<file path="config.mk">
export PLATFORM = sky130hd
export DESIGN_NAME = mem_stage
export DESIGN_NICKNAME = d
export VERILOG_FILES = /design/src/rtl/mem_stage.sv
export SDC_FILE = /design/constraint.sdc
export NUM_CORES = 1
export LEC_CHECK = 0
export ABC_AREA = 1
export CAP_MARGIN = 25
export CORE_AREA = 8 8 273 275
export CTS_BUF_LIST = sky130_fd_sc_hd__clkbuf_4
export DETAILED_ROUTE_END_ITERATION = 16
export DIE_AREA = 0 0 281 283
export SYNTH_ARGS = -nofsm -noshare
export SYNTH_HDL_FRONTEND = slang
export SYNTH_SLANG_ARGS = --single-unit
export TNS_END_PERCENT = 20
</file>
<file path="constraint.sdc">
create_clock -name clk -period 17.5 [get_ports clk]
set_input_delay 3.5 -clock clk [delete_from_list [all_inputs] [get_ports clk]]
set_output_delay 3.5 -clock clk [all_outputs]
set_load 0.05 [all_outputs]
</file>
<file path="src/rtl/mem_stage.sv">
// mem_stage: memory-access stage between execute and writeback.
// Takes one instruction at a time over ex_valid_i/mem_ready_o. Loads and
// stores go out on a req/gnt/rvalid data-memory port with row-aligned write
// data and byte strobes, and the raw 64-bit read row is captured. Every field
// that writeback needs is registered and presented with a one-cycle
// wb_valid_o pulse. Load extraction and extension happen in writeback.
//
// Ports:
//   clk, reset              clock, asynchronous active-high reset
//   ex_valid_i/mem_ready_o  handshake from execute
//   *_i (execute side)      ALU result/address, store data, forwarded fields
//   dmem_*                  data-memory request/grant/response port
//   wb_valid_o, *_o         registered writeback fields and valid pulse
//   misalign_o              misaligned access flag, pulses with wb_valid_o
//
// state | meaning
// IDLE  | ready for a new instruction
// REQ   | memory request held on dmem_* until dmem_gnt_i
// RSP   | granted; waiting for dmem_rvalid_i, then one cycle to writeback
module mem_stage #(
  parameter int DMEM_ADDR_W = 32
) (
  input  logic                   clk,
  input  logic                   reset,
  input  logic                   ex_valid_i,
  output logic                   mem_ready_o,
  input  logic [63:0]            alu_res_i,
  input  logic [63:0]            store_data_i,
  input  logic [63:0]            instr_imm_i,
  input  logic [63:0]            pc_val_i,
  input  logic [1:0]             rf_wr_data_src_i,
  input  logic [1:0]             data_byte_en_i,
  input  logic                   data_zero_extnd_i,
  input  logic                   data_req_i,
  input  logic                   data_wr_i,
  input  logic [4:0]             rd_addr_i,
  input  logic                   rf_wr_en_i,
  output logic                   dmem_req_o,
  output logic                   dmem_wr_o,
  output logic [DMEM_ADDR_W-1:0] dmem_addr_o,
  output logic [63:0]            dmem_wdata_o,
  output logic [7:0]             dmem_be_o,
  input  logic                   dmem_gnt_i,
  input  logic                   dmem_rvalid_i,
  input  logic [63:0]            dmem_rdata_i,
  output logic                   wb_valid_o,
  output logic [63:0]            alu_res_o,
  output logic [63:0]            data_mem_rd_o,
  output logic [63:0]            instr_imm_o,
  output logic [63:0]            pc_val_o,
  output logic [1:0]             rf_wr_data_src_o,
  output logic [1:0]             data_byte_en_o,
  output logic                   data_zero_extnd_o,
  output logic [2:0]             data_mem_row_idx_o,
  output logic [4:0]             rd_addr_o,
  output logic                   rf_wr_en_o,
  output logic                   misalign_o
);

  typedef enum logic [1:0] {IDLE, REQ, RSP} state_t;

  state_t state, state_nxt;

  logic                   accept;
  logic                   misalign;
  logic                   mem_go;
  logic                   rsp_got;   // response seen; writeback on next edge
  logic                   rsp_take;
  logic [2:0]             row_idx;
  logic [2:0]             align_mask;
  logic [7:0]             be_base;
  logic [7:0]             be_calc;
  logic [63:0]            wdata_calc;

  logic                   req_wr;
  logic [DMEM_ADDR_W-1:0] req_addr;
  logic [63:0]            req_wdata;
  logic [7:0]             req_be;

  logic                   unused_addr_bits;
  assign unused_addr_bits = ^alu_res_i[63:DMEM_ADDR_W+3];

  // Gated with reset so every output reads 0 while reset is held.
  assign mem_ready_o = (state == IDLE) & ~reset;
  assign accept      = ex_valid_i & mem_ready_o;
  assign row_idx     = alu_res_i[2:0];

  always_comb begin
    align_mask = 3'b111;
    be_base    = 8'hFF;
    case (data_byte_en_i)
      2'd0: begin align_mask = 3'b000; be_base = 8'h01; end
      2'd1: begin align_mask = 3'b001; be_base = 8'h03; end
      2'd2: begin align_mask = 3'b011; be_base = 8'h0F; end
      default: begin align_mask = 3'b111; be_base = 8'hFF; end
    endcase
  end

  assign misalign   = data_req_i & (|(row_idx & align_mask));
  assign mem_go     = data_req_i & ~misalign;
  assign be_calc    = be_base << row_idx;
  assign wdata_calc = store_data_i << {row_idx, 3'b000};
  assign rsp_take   = (state == RSP) & ~rsp_got & dmem_rvalid_i;

  always_ff @(posedge clk or posedge reset) begin
    if (reset) state <= IDLE;
    else       state <= state_nxt;
  end

  always_comb begin
    state_nxt = state;
    case (state)
      IDLE:    if (accept && mem_go) state_nxt = REQ;
      REQ:     if (dmem_gnt_i)       state_nxt = RSP;
      RSP:     if (rsp_got)          state_nxt = IDLE;
      default: state_nxt = IDLE;
    endcase
  end

  // dmem_* are only non-zero while a request is outstanding, so non-memory
  // traffic and reset both leave the port quiet.
  assign dmem_req_o   = (state == REQ);
  assign dmem_wr_o    = dmem_req_o & req_wr;
  assign dmem_addr_o  = dmem_req_o ? req_addr  : '0;
  assign dmem_wdata_o = dmem_req_o ? req_wdata : '0;
  assign dmem_be_o    = dmem_req_o ? req_be    : '0;

  always_ff @(posedge clk or posedge reset) begin
    if (reset) begin
      rsp_got            <= 1'b0;
      req_wr             <= 1'b0;
      req_addr           <= '0;
      req_wdata          <= '0;
      req_be             <= '0;
      wb_valid_o         <= 1'b0;
      misalign_o         <= 1'b0;
      alu_res_o          <= '0;
      data_mem_rd_o      <= '0;
      instr_imm_o        <= '0;
      pc_val_o           <= '0;
      rf_wr_data_src_o   <= '0;
      data_byte_en_o     <= '0;
      data_zero_extnd_o  <= 1'b0;
      data_mem_row_idx_o <= '0;
      rd_addr_o          <= '0;
      rf_wr_en_o         <= 1'b0;
    end else begin
      wb_valid_o <= 1'b0;
      misalign_o <= 1'b0;
      rsp_got    <= rsp_take;

      if (accept) begin
        alu_res_o          <= alu_res_i;
        instr_imm_o        <= instr_imm_i;
        pc_val_o           <= pc_val_i;
        rf_wr_data_src_o   <= rf_wr_data_src_i;
        data_byte_en_o     <= data_byte_en_i;
        data_zero_extnd_o  <= data_zero_extnd_i;
        data_mem_row_idx_o <= row_idx;
        rd_addr_o          <= rd_addr_i;
        rf_wr_en_o         <= rf_wr_en_i & ~misalign & ~(data_req_i & data_wr_i);
        if (mem_go) begin
          req_wr    <= data_wr_i;
          req_addr  <= alu_res_i[DMEM_ADDR_W+2:3];
          req_wdata <= wdata_calc;
          req_be    <= be_calc;
        end else begin
          // Non-memory or misaligned: nothing goes to memory, write back now.
          wb_valid_o <= 1'b1;
          misalign_o <= misalign;
        end
      end

      // Store acks leave the previously captured row untouched.
      if (rsp_take && !req_wr) data_mem_rd_o <= dmem_rdata_i;

      if (state == RSP && rsp_got) wb_valid_o <= 1'b1;
    end
  end

endmodule

</file>
======== After elaboration in Yosys (flattened, before gate mapping) ========
Index checks and enable logic that the tools add are counted.
operators by class
  equality and inequality tests ........... 7
  shifts and indexed selects .............. 2
  mux-type cells .......................... 14
  reduce and logical (&&, ||, !) cells .... 9
  bitwise gates (word level) .............. 15
operators by type and width
  cell                                                              count
  64-bit 2-to-1 mux                                                 1
  64-bit by 6-bit << shifter with 64-bit output                     1
  32-bit 2-to-1 mux                                                 1
  8-bit case mux with 3 select lines                                1
  1-bit AND                                                         10
  3-bit case mux with 3 select lines                                1
  8-bit 2-to-1 mux                                                  1
  8-bit by 3-bit << shifter with 8-bit output                       1
  2-bit 2-to-1 mux                                                  3
  2-bit case mux with 3 select lines                                1
  1-bit 2-to-1 mux                                                  5
  2-bit by 1-bit == test with 1-bit output (second input constant)  2
  2-bit == test (second input constant)                             2
  2-bit zero test                                                   2
  2-bit by 1-bit != test with 1-bit output (second input constant)  2
  1-bit inverter                                                    4
  3-bit AND                                                         1
  1-bit logical AND                                                 3
  3-bit AND reduction                                               1
  3-bit OR reduction                                                1
  2-bit != test (second input constant)                             1
  2-bit AND reduction                                               1
  1-bit zero test                                                   1
storage, ports and cells
  input bits .............................. 338
  output and inout bits ................... 379
  logic and storage cells ................. 65
  register bits after elaboration ......... 380

======== Longest topological paths before layout ========
  depth after elaboration ................. 10
  depth in mapped cells ................... 11
  depth with buffers taken out ............ 9

======== Worst setup path after synthesis ========
No wires, ideal clock.
  path kind ............................... input-to-output
  start point ............................. input reset
  end point ............................... output mem_ready_o
  path slack .............................. 10.214 ns
  stages on the path ...................... 1
  path buffers ............................ 0
  required time ........................... 14.000 ns
  arrival time ............................ 3.786 ns
  path through ............................ nor2_4
on the way
  cells in the longest elaborated chain, start to end .. 2
RTL lines
  what            RTL line  source
  from (decl)     24        input logic reset,
  1-bit inverter  84        assign mem_ready_o = (state == IDLE) & ~reset;
  1-bit AND       84
  to (decl)       26        output logic mem_ready_o,
No other way between the ends.

======== Worst setup path after layout ========
Ends and elaborated chain as after synthesis.

==> flow_summary.rst <==
.. list-table::
   :header-rows: 1

   * - Metric
     - Value
   * - Initial core utilization
     - between 20% and 30%
   * - Yosys Warn Count
     - 0
   * - Sequential fraction of the synthesis area
     - 54.6%
   * - Number of rows created at floorplan
     - 98
   * - Die span in x
     - 281 µm
   * - Max-slew violation total from the final report
     - 0
   * - Clock net sink count
     - 377
   * - Clock transition at the registers of the reported paths
     - 0.06 ns
   * - Pin count of the biggest net entering global routing
     - 156
   * - Hold-fix buffer count after cts
     - 0
   * - Crit-path slowest cell
     - clkdlybuf4s50_1
   * - Count of buffers added by post-CTS timing repair for setup
     - 0
   * - Leakage power of the design
     - 12.8 nW
   * - Min Hold Slack
     - 0.469 ns
   * - Achievable frequency
     - 0.116 GHz
   * - Post-Route Skew
     - between 0.07 and 0.08 ns
   * - Final number of hold-violating endpoints
     - 0
   * - Number of buffers on the longest clock path
     - 3
   * - Largest stage delay on the critical path
     - 0.83 ns
   * - Floorplan Core Area
     - 0.0705 mm²
   * - Critical Path Source Type
     - primary input
   * - Endpoints failing setup
     - 0
   * - Worst path most repeated cell
     - clkdlybuf4s50_1
   * - Worst Max-Slew Pin Slew
     - 1.13 ns
   * - Synth Net Count
     - between 2k and 3k
   * - Initial antenna violation count
     - 14
   * - Number of cells produced by synthesis
     - around 2.3k
   * - Synth area leader
     - dfrtp_1
   * - Worst hold path startpoint
     - data_mem_rd_o[16]$_DFFE_PP0P_
   * - Detailed-routing iteration count for the pre-antenna-repair pass
     - 6
   * - Series of cell instances along the critical path
     - clkdlybuf4s50_1, nor2_4, clkdlybuf4s50_1
   * - Synthesized area per cell
     - 7.62 µm²
   * - Largest voltage drop on the vdd net
     - 0.101 mV
   * - Detailed-route wire length per cell
     - approximately 18 µm
   * - RSZ-0062 raised after global routing
     - no
   * - Cell types occupying the most area after synthesis
     - dfrtp_1 55%, nand2_1 25%, nand3_1 6.3%, o21ai_0 2.9%, nor2_1 2.8%
   * - Global-route wire length before repair
     - 110000 µm
   * - Depth of the CTS H-tree
     - 3
   * - Layout cell share with drive strength beyond 1
     - under 10%
   * - Seq cells post-synth
     - roughly 380
   * - CTS tree
     - built
   * - Clock network fraction of design power
     - 19.0%
   * - Number of cells on the worst hold path
     - 2
   * - Total DRC errors in the routed layout
     - 0
   * - Top cell types by occurrence after synthesis
     - 1139 x nand2_1, 377 x dfrtp_1, 218 x nand3_1, 128 x nor2_1, 112 x inv_1
   * - Area taken by flip-flops and latches
     - 0.00943 mm²
   * - GPL Wtd Cong
     - 0.873
   * - Area enclosed by the die boundary
     - 0.0795 mm²
   * - Yosys cell types
     - 27
   * - Post_cts resized
     - 0
   * - Max Fanout on Critical Path
     - 2
   * - Post-Synthesis Cell Area
     - 0.0173 mm²
   * - First-iteration detailed-routing DRC count
     - 1243
   * - Reg-to-reg critical path endpoint
     - req_addr[27]$_DFFE_PP0P_
   * - Combinational share of power
     - about half
   * - Via density
     - around 4.4
   * - Inserted Clock Buffers
     - ~110
   * - Die extent in y
     - between 200 and 300 µm
   * - Critical register-to-register path startpoint
     - state[0]$_DFFE_PP0P_
   * - Share of Yosys cell area claimed by the top area cell type
     - 54.6%
   * - Internal reg-to-reg setup slack
     - 14.09 ns
   * - Detailed Place HPWL
     - roughly 52000 µm
   * - Total net switching power
     - 0.00210 W
   * - Primary flip-flop cell chosen by synthesis mapping
     - dfrtp_1
   * - Number of top-level design ports
     - 717
   * - Sum of negative setup slack
     - 0 ns
   * - Worst hold path class
     - flop to flop
   * - Global route overflow
     - 0
   * - Antenna Violating Nets Remaining
     - 0
   * - Routed vias
     - 17.5k
   * - Run status
     - completed
   * - Multi-input logic area
     - about 0.0066 mm²
   * - Depth of the worst register-to-register path
     - 9
   * - Count of port buffers added during placement
     - 716
   * - Total length of routed wires
     - 73300 µm
   * - Type of the setup path with the least slack
     - primary input to output pin
   * - Sequential share of power
     - a little under a third
   * - Later-pin clock latency in the skew report
     - 0.83 ns
   * - # nets final
     - 3304
   * - Total Routing Usage GR
     - 17.8%
   * - Max Cap Violations
     - 0
   * - End point of the worst hold path
     - data_mem_rd_o[16]$_DFFE_PP0P_
   * - FILL cells
     - between 7k and 8k
   * - Async set-reset flop share out of synthesis
     - 100%
   * - Net switching share of the total power
     - 47.6%
   * - Top-count cell post-synth
     - nand2_1
   * - Max-slew headroom at the worst pin
     - about a quarter
   * - Number of enable-type register cells in the synthesized netlist
     - 0
   * - Final worst-path cycle share
     - 49.4%
   * - Final Total Pwr
     - 0.00442 W
   * - Power Dens Cells
     - 167 mW/mm²
   * - Required arrival time at the worst endpoint
     - 14.00 ns
   * - Arrival time reported for the critical path endpoint
     - 5.15 ns
   * - Number of global-route vias before repair
     - 17.3k
   * - Internal Pwr Total
     - between 0.002 and 0.0025 W
   * - Root Buffer
     - clkbuf_4
   * - Relative area change from synthesis to final layout
     - 53.2%
   * - Minimum clock period after layout
     - 8.65 ns
   * - Endpoint class of the critical path
     - output pin
worst max path at each step:
stage	start	endpoint	slack, ns	depth (start not counted)
4_1_cts	reset	mem_ready_o	8.83	3
5_1_grt	reset	mem_ready_o	8.80	3
3_3_place_gp	reset	mem_ready_o	8.85	3
6_report	reset	mem_ready_o	8.85	3
2_1_floorplan	reset	alu_res_o[0]$_DFFE_PP0P_	3.53	1
3_5_place_dp	reset	mem_ready_o	8.83	3
registers in the layout, summed over array words and instances (netlist names), 2 cells and up:
signal            flops
data_byte_en_o        2
alu_res_o            64
req_addr             32
state                 2
instr_imm_o          64
rd_addr_o             5
rf_wr_data_src_o      2
data_mem_rd_o        64
req_be                8
pc_val_o             64
req_wdata            64
layout make-up:
cell class / count / share of cell area (%)
multi-input combinational: 1622 / 25.0
tap: 950 / 4.49
clock inverter: 36 / 0.676
clock buffer: 164 / 4.65
sequential: 377 / 35.6
timing repair buffer: 737 / 27.7
inverter: 119 / 1.74
antenna: 11 / 0.104
cell families (layout without fill, tap and decap cells):
| logic type | count (synthesis) | in the layout | synth area share, % |
|---|---|---|---|
| buffers and inverters | 268 | 1056 | 7.22 |
| DFF | 377 | 377 | 54.6 |
| AOI/OAI and AO/OA | 126 | 126 | 3.81 |
| other | 0 | 11 | 0 |
| and+or+nand+nor | 1496 | 1496 | 34.4 |
metal layers:
metal | vias up | global-route usage [%] | part of all wire [%]
li1 | 8467 | - | -
met1 | 8176 | 22.1 | 42
met2 | 715 | 29.0 | 47
met3 | 121 | 5.59 | 8.5
met4 | 6 | 5.87 | 2.8
met5 | - | 0 | 0.045
worst max-delay path: cells and delay by family:
| family | cells | cell delay (ns) |
|---|---|---|
| simple gates | 1 | 0.24 |
| buf+inv | 2 | 1.40 |
power groups by stage:
stage | Combinational [W] | Sequential, W | Clock [W]
global route | 0.00233 | 0.00142 | 0.000931
detailed placement | 0.00222 | 0.00139 | 0
floorplan | 0.000525 | 0.00226 | 0
global placement | 0.00220 | 0.00139 | 0
finish | 0.00220 | 0.00138 | 0.000839
CTS | 0.00222 | 0.00138 | 0.000882
stage by stage:
step	setup slack [ns]	util, %	cell area (µm²)	instances
6_report	8.85	37.5	26500	4016
5_1_grt	8.80	37.5	26500	4015
4_1_cts	8.83	37.5	26400	4005
3_5_place_dp	8.83	35.5	25000	3805
3_3_place_gp	8.85	35.5	25000	3805
2_1_floorplan	3.53	-	17300	2267
placed cells by master, fill, tap and decap left out, types with 20 or more instances in the layout:
cell type | synthesis | final
nand2_1 | 1139 | 1138
clkdlybuf4s50_1 | 0 | 713
dfrtp_1 | 377 | 377
nand3_1 | 218 | 218
clkbuf_4 | 0 | 164
nor2_1 | 128 | 127
inv_1 | 112 | 109
o21ai_0 | 101 | 101
clkinv_1 | 1 | 27
buf_4 | 9 | 20
Power figures use the tool's default switching activity.
